`src/rtl/ucsbece154a_mem_arbiter.sv`:
```
// Round-robin two-port arbiter sharing the unified memory between the CPU (port 0)
// and a debug/loader master (port 1); one transaction in flight, fixed read latency.
module ucsbece154a_mem_arbiter #(
  parameter int unsigned LATENCY = 2
) (
  input  logic        clk,
  input  logic        reset,
  input  logic        m0_valid,
  input  logic        m0_we,
  input  logic [31:0] m0_addr,
  input  logic [31:0] m0_wdata,
  output logic        m0_ready,
  output logic        m0_done,
  output logic [31:0] m0_rdata,
  input  logic        m1_valid,
  input  logic        m1_we,
  input  logic [31:0] m1_addr,
  input  logic [31:0] m1_wdata,
  output logic        m1_ready,
  output logic        m1_done,
  output logic [31:0] m1_rdata,
  output logic        mem_en,
  output logic        mem_we,
  output logic [31:0] mem_addr,
  output logic [31:0] mem_wdata,
  input  logic [31:0] mem_rdata
);

  localparam int unsigned CW = 3;
  localparam int unsigned DW = 32;

  typedef enum logic {S_IDLE, S_WAIT} state_t;

  state_t          state, state_n;
  logic [CW-1:0]   cnt;
  logic            owner, last, wr;
  logic [DW-1:0]   addr_q, wdata_q;
  logic            grant, winner, done;
  logic [DW-1:0]   rd;

  // Arbitration and next-state; everything is suppressed while reset is high
  always_comb begin
    grant   = 1'b0;
    winner  = 1'b0;
    done    = 1'b0;
    state_n = state;
    if (!reset) begin
      case (state)
        S_IDLE: begin
          grant  = m0_valid | m1_valid;
          winner = (m0_valid & m1_valid) ? ~last : m1_valid;
          if (grant) state_n = S_WAIT;
        end
        S_WAIT: begin
          if (cnt == CW'(LATENCY)) begin
            done    = 1'b1;
            state_n = S_IDLE;
          end
        end
        default: state_n = S_IDLE;
      endcase
    end
  end

  // Memory port is driven straight from the winner in the grant cycle, else held
  always_comb begin
    m0_ready  = grant & ~winner;
    m1_ready  = grant & winner;
    mem_en    = grant;
    mem_we    = grant & (winner ? m1_we : m0_we);
    mem_addr  = addr_q;
    mem_wdata = wdata_q;
    if (grant) begin
      mem_addr  = winner ? m1_addr  : m0_addr;
      mem_wdata = winner ? m1_wdata : m0_wdata;
    end
    m0_done  = done & ~owner;
    m1_done  = done & owner;
    rd       = wr ? '0 : mem_rdata;
    m0_rdata = m0_done ? rd : '0;
    m1_rdata = m1_done ? rd : '0;
  end

  always_ff @(posedge clk) begin
    if (reset) begin
      state   <= S_IDLE;
      cnt     <= '0;
      owner   <= 1'b0;
      last    <= 1'b1;
      wr      <= 1'b0;
      addr_q  <= '0;
      wdata_q <= '0;
    end else begin
      state <= state_n;
      if (grant) begin
        owner   <= winner;
        last    <= winner;
        wr      <= mem_we;
        addr_q  <= mem_addr;
        wdata_q <= mem_wdata;
        cnt     <= CW'(1);
      end else if (state == S_WAIT) begin
        cnt <= cnt + CW'(1);
      end
    end
  end

endmodule
```
`config.mk`:
```
export PLATFORM = sky130hd
export DESIGN_NAME = ucsbece154a_mem_arbiter
export DESIGN_NICKNAME = d
export VERILOG_FILES = /design/src/rtl/ucsbece154a_mem_arbiter.sv
export SDC_FILE = /design/constraint.sdc
export NUM_CORES = 1
export LEC_CHECK = 0
export ABC_AREA = 1
export BUFFER_PORTS_ARGS = -buffer_cell sky130_fd_sc_hd__buf_2
export CORE_AREA = 4 4 114 116
export DETAILED_ROUTE_END_ITERATION = 6
export DIE_AREA = 0 0 118 120
export GPL_TIMING_DRIVEN = 0
export PLACE_DENSITY_LB_ADDON = 0.15
export SLEW_MARGIN = 25
export SYNTH_ARGS = -nofsm -noshare
export SYNTH_HDL_FRONTEND = slang
export SYNTH_SLANG_ARGS = --single-unit
```
`constraint.sdc`:
```
create_clock -name clk -period 1.5 [get_ports clk]
set_input_delay 0.3 -clock clk [delete_from_list [all_inputs] [get_ports clk]]
set_output_delay 0.3 -clock clk [all_outputs]
set_load 0.1 [all_outputs]
```
==> impl_metrics.json, run 1 <==
{
  "i_o_pins": 300,
  "initial_core_util": 0.356,
  "grt-worst-endpoint": "m1_rdata[25]",
  "mappedNetlistNets": 882,
  "die_width_um": 118,
  "first-error": "[ERROR DPL-0038] Utilization greater than 100%, impossible to legalize",
  "cts_buffer_depth": 2,
  "synth_top_cell_area_share": 0.335,
  "finalWeightedCongestion": 0.851,
  "netlist_top_cells_area": "dfxtp_1 34%, nand2_1 16%, inv_1 9.9%, nor2_1 9.1%, nand3_1 9.0%",
  "largest_net_degree_at_the_start_of_global_routing": 13,
  "synth.ff_latch_count": 71,
  "ys_seq_area_frac": 0.335,
  "run_status": "aborted with a tool error",
  "synth_largest_area_cell": "dfxtp_1",
  "worstEpCategory": "output port",
  "synthesis.instances": 714,
  "floorplan.rows": 40,
  "post_synth.cell_area_avg_um2": 5.94,
  "chipHeight_um": 120,
  "port_buffers": 298,
  "cts.root.buffer_cell": "clkbuf_16",
  "yosys.cell_types.count": 24,
  "cts-buffers-inserted": 9,
  "ys_warn_count": 0,
  "dp_hpwl_um": 13900,
  "cts.sink_count": 71,
  "outcome.stop_stage": "global routing (5_1_grt)",
  "synth.cell_area_mm2": 0.00424,
  "h-tree-depth": 3
}
per-stage QoR:
step                hold slack (ps)  instances   util  cell area (um^2)  setup slack, ps
detailed placement              463       1159  0.669              7970             -985
floorplan                       418        714      -              6290             -935
CTS                             202       1216  0.924             11000             -625
global placement                455       1159  0.668              7960             -981
synth_stat cells, drive strengths merged:
cell and count:
ha 2, a21oi 4, nor2 104, inv 114, nor3 66, buf 27, nand4 38, o31ai 1
clkbuf 22, dfxtp 71, nand2 184, nand3 77, a211oi 1, o21ai 1, or2 2
timing repair:
item                       in CTS
resized for setup             613
setup buffers                  35
pin swaps                      35
cloned                          7
hold buffers                    0
setup endpoints to repair     137
logic make-up after synthesis:
logic type               after synthesis  synth area share
AO/OA/AOI/OAI                          7            0.0103
adder cells (fa/ha/maj)                2           0.00590
buffers and inverters                163             0.160
flip-flops                            71             0.335
AND/OR/NAND/NOR                      471             0.488
==> run 2, diff against run 1 <==
CORE_AREA = unset   (was 4 4 114 116)
CORE_MARGIN = 4   (was unset)
CORE_UTILIZATION = 27   (was unset)
DIE_AREA = unset   (was 0 0 118 120)
clock period = 1.95 ns   (was 1.5 ns; I/O delays follow)
==> run 2 against run 1 <==
  * The flow now finishes, with violations (setup timing)
  * Synthesized area stayed put
  * Synthesized cell count stayed put
==> impl_metrics.json, run 2 <==
{
  "floorplan.rows": 45,
  "edff_count_synth": 0,
  "yosys_most_used_dff": "dfxtp_1",
  "worst_hold_startpoint": "m1_addr[1]",
  "synth_most_common_cell": "nand2_1",
  "most_frequent_cell_on_the_critical_path": "inv_2",
  "area.sequential_mm2": 0.00143,
  "worst-path-max-fanout": 9,
  "period_minus_slack_ps": 2260,
  "power_per_cell_area_mw_per_mm2": 685,
  "grt_pass1_wl_um": 34100,
  "crit_required_ps": 1560,
  "layout_commonest_cell": "buf_2",
  "critical_path_launch_point": "cnt[0]$_SDFFE_PP0P_",
  "final_hold_viol_count": 0,
  "fillers": 941,
  "finalSetupViolCount": 133,
  "i_o_pins": 300,
  "port_buffers": 298,
  "yosys.cell_types.count": 24,
  "synth_top_cell_area_share": 0.335,
  "syn2layout_area_growth_pct": 182,
  "route.antenna.remaining_nets": 0,
  "timing.critical_path.slowest_stage_cell": "dfxtp_2",
  "cp_cell_sequence": "inv_2 -> ha_4 -> inv_2 -> nor2_4 -> nand4_1 -> buf_6 -> clkbuf_16 -> nor3_4 -> buf_12",
  "fmaxAchievable_mhz": 442,
  "initial_core_util": 0.277,
  "run_status": "complete, but fails checks",
  "drt_first_pass_iters": 5,
  "post_synth.cell_area_avg_um2": 5.94,
  "synthesis.instances": 714,
  "hold_class": "in -> reg",
  "timing_worst_setup_path_type": "reg -> out",
  "ys_seq_area_frac": 0.335,
  "chipHeight_um": 133,
  "tightest_slew_ps": 621,
  "drive_gt1_frac": 0.654,
  "category_of_the_worst_setup_path_launch_point": "flip-flop",
  "insertion_delay_ps": 340,
  "die_width_um": 133,
  "finalNetCount": 1254,
  "critical-path-top-delay-family": "buffers and inverters",
  "first_global_vias": 6330,
  "violations_in_the_final_reports": "setup timing",
  "cts_tree": "built",
  "synth_top_cells_by_count": "182 x nand2_1, 112 x inv_1, 103 x nor2_1",
  "cts-buffers-inserted": 9,
  "p_leak_nw": 5.52,
  "dp_hpwl_um": 13700,
  "crit_arrival_ps": 1870,
  "synth_largest_area_cell": "dfxtp_1",
  "synth.cell_area_mm2": 0.00424,
  "floorplan.core_area_mm2": 0.0153,
  "timing.final.ws_setup_ps": -314,
  "antenna_found_initial": 2,
  "detail_route.wl_per_cell_um": 19.4,
  "cpPeakStageDelay_ps": 320,
  "drc_violation_count_after_routing": 0,
  "largest_net_degree_at_the_start_of_global_routing": 13,
  "floorplan.die_area_mm2": 0.0178,
  "netlist_top_cells_area": "dfxtp_1 34%, nand2_1 16%, inv_1 9.9%, nor2_1 9.1%, nand3_1 9.0%",
  "timing.slew.headroom": 0.586,
  "cp-end-kind": "primary output",
  "mappedNetlistNets": 882,
  "unrepaired_setup_endpoints_after_global_routing": "true",
  "regToRegStartpoint": "state$_SDFF_PP0_",
  "h-tree-depth": 3,
  "synthArstFlopShare": 0,
  "clk_pin_slew_ps": 60,
  "worst_hold_slack_ps": 306,
  "reg.largest.list": "addr_q: 32 flops, wdata_q: 32 flops, cnt: 3 flops",
  "worst_clock_skew_ps": 5.80,
  "multi_input_area_mm2": 0.00437,
  "grt-ovfl-total": 0,
  "vdd.ir_drop.worst_v": 0.000491,
  "groute.usage.overall": 0.242,
  "cts_buffer_depth": 2,
  "critical_path_buf_inv_count": 5,
  "cts.sink_count": 71,
  "post-route-period-util": 1.16,
  "synth.ff_latch_count": 71,
  "most-common-layout-cells": "168 x buf_2, 146 x buf_12, 105 x nand2_1",
  "timing_max_transition_violations_final": 0,
  "finalWeightedCongestion": 0.790,
  "cts.root.buffer_cell": "clkbuf_16",
  "drv_cap": 0,
  "vias_per_cell": 4.86,
  "layout.core_utilization": 0.780,
  "finalSetupTns_ps": -27690,
  "cts-hold-fix-buffers": 0,
  "ys_warn_count": 0,
  "num_vias": 6338,
  "wirelength_um": 25300,
  "drt_first_iter_violations": 273
}
## run 2: cell counts after synthesis
Identical to the previous run, type by type.
## run 2: routing by layer
layer / GRT usage / share of wire
met1: 0.258 / 0.34
met2: 0.448 / 0.54
met3: 0.0657 / 0.068
met4: 0.100 / 0.050
met5: 0 / 0
## run 2: what timing repair did
action,CTS,global route
pin swaps,26,47
endpoints found under the setup margin,134,135
gates cloned,6,14
gates resized for setup,627,255
buffers inserted,25,27
## run 2: layout make-up
type / instances / area share
timing repair buffer: 364 / 0.368
multi-input combinational: 481 / 0.366
sequential: 71 / 0.120
inverter: 114 / 0.0486
buffer: 45 / 0.0478
tap: 211 / 0.0221
clock buffer: 12 / 0.0215
clock inverter: 4 / 0.00639
antenna: 2 / 0.000419
## run 2: power breakdown
part	switching, mW	leakage (nW)	total, mW	internal [mW]
Combinational	2.94	4.77	4.63	1.69
Sequential	0.0742	0.585	1.68	1.60
Clock	0.682	0.159	1.88	1.20
## run 2: path summary, 6_finish.rpt
check	endpoint	cells after the start	slack, ps
worst max-delay path	m1_rdata[19]	9	-310
worst min-delay path	addr_q[1]$_SDFFE_PP0P_	3	310
worst max register to register	wr$_SDFFE_PP0P_	12	200
worst min register to register	addr_q[25]$_SDFFE_PP0P_	2	470
## run 2: through the flow
step | cell area, um^2 | std cells | total power [mW] | setup WS, ps
final | 11900 | 1304 | 8.19 | -314
after CTS | 10500 | 1269 | 7.65 | -311
after detailed placement | 7440 | 1223 | 4.81 | -725
after global placement | 7430 | 1223 | 4.80 | -724
after floorplan | 5680 | 714 | 4.26 | -575
after global routing | 11900 | 1304 | 8.47 | -414
## run 2: logic make-up after synthesis
group           count (synthesis)  synth area share
compound gates                  7            0.0103
fa+ha+maj                       2           0.00590
buf+inv                       163             0.160
flops                          71             0.335
simple gates                  471             0.488
## run 2: worst register-to-register path, cell delays in order, from the launching register on
cell	delay, ps
dfxtp_4	350
nor2_4	100
buf_6	150
buf_12	120
buf_8	100
nand4_1	160
buf_4	190
buf_4	120
buf_4	120
buf_4	120
nand3_2	40
nand2_1	50
inv_1	70
(Power assumes the default switching activity.)
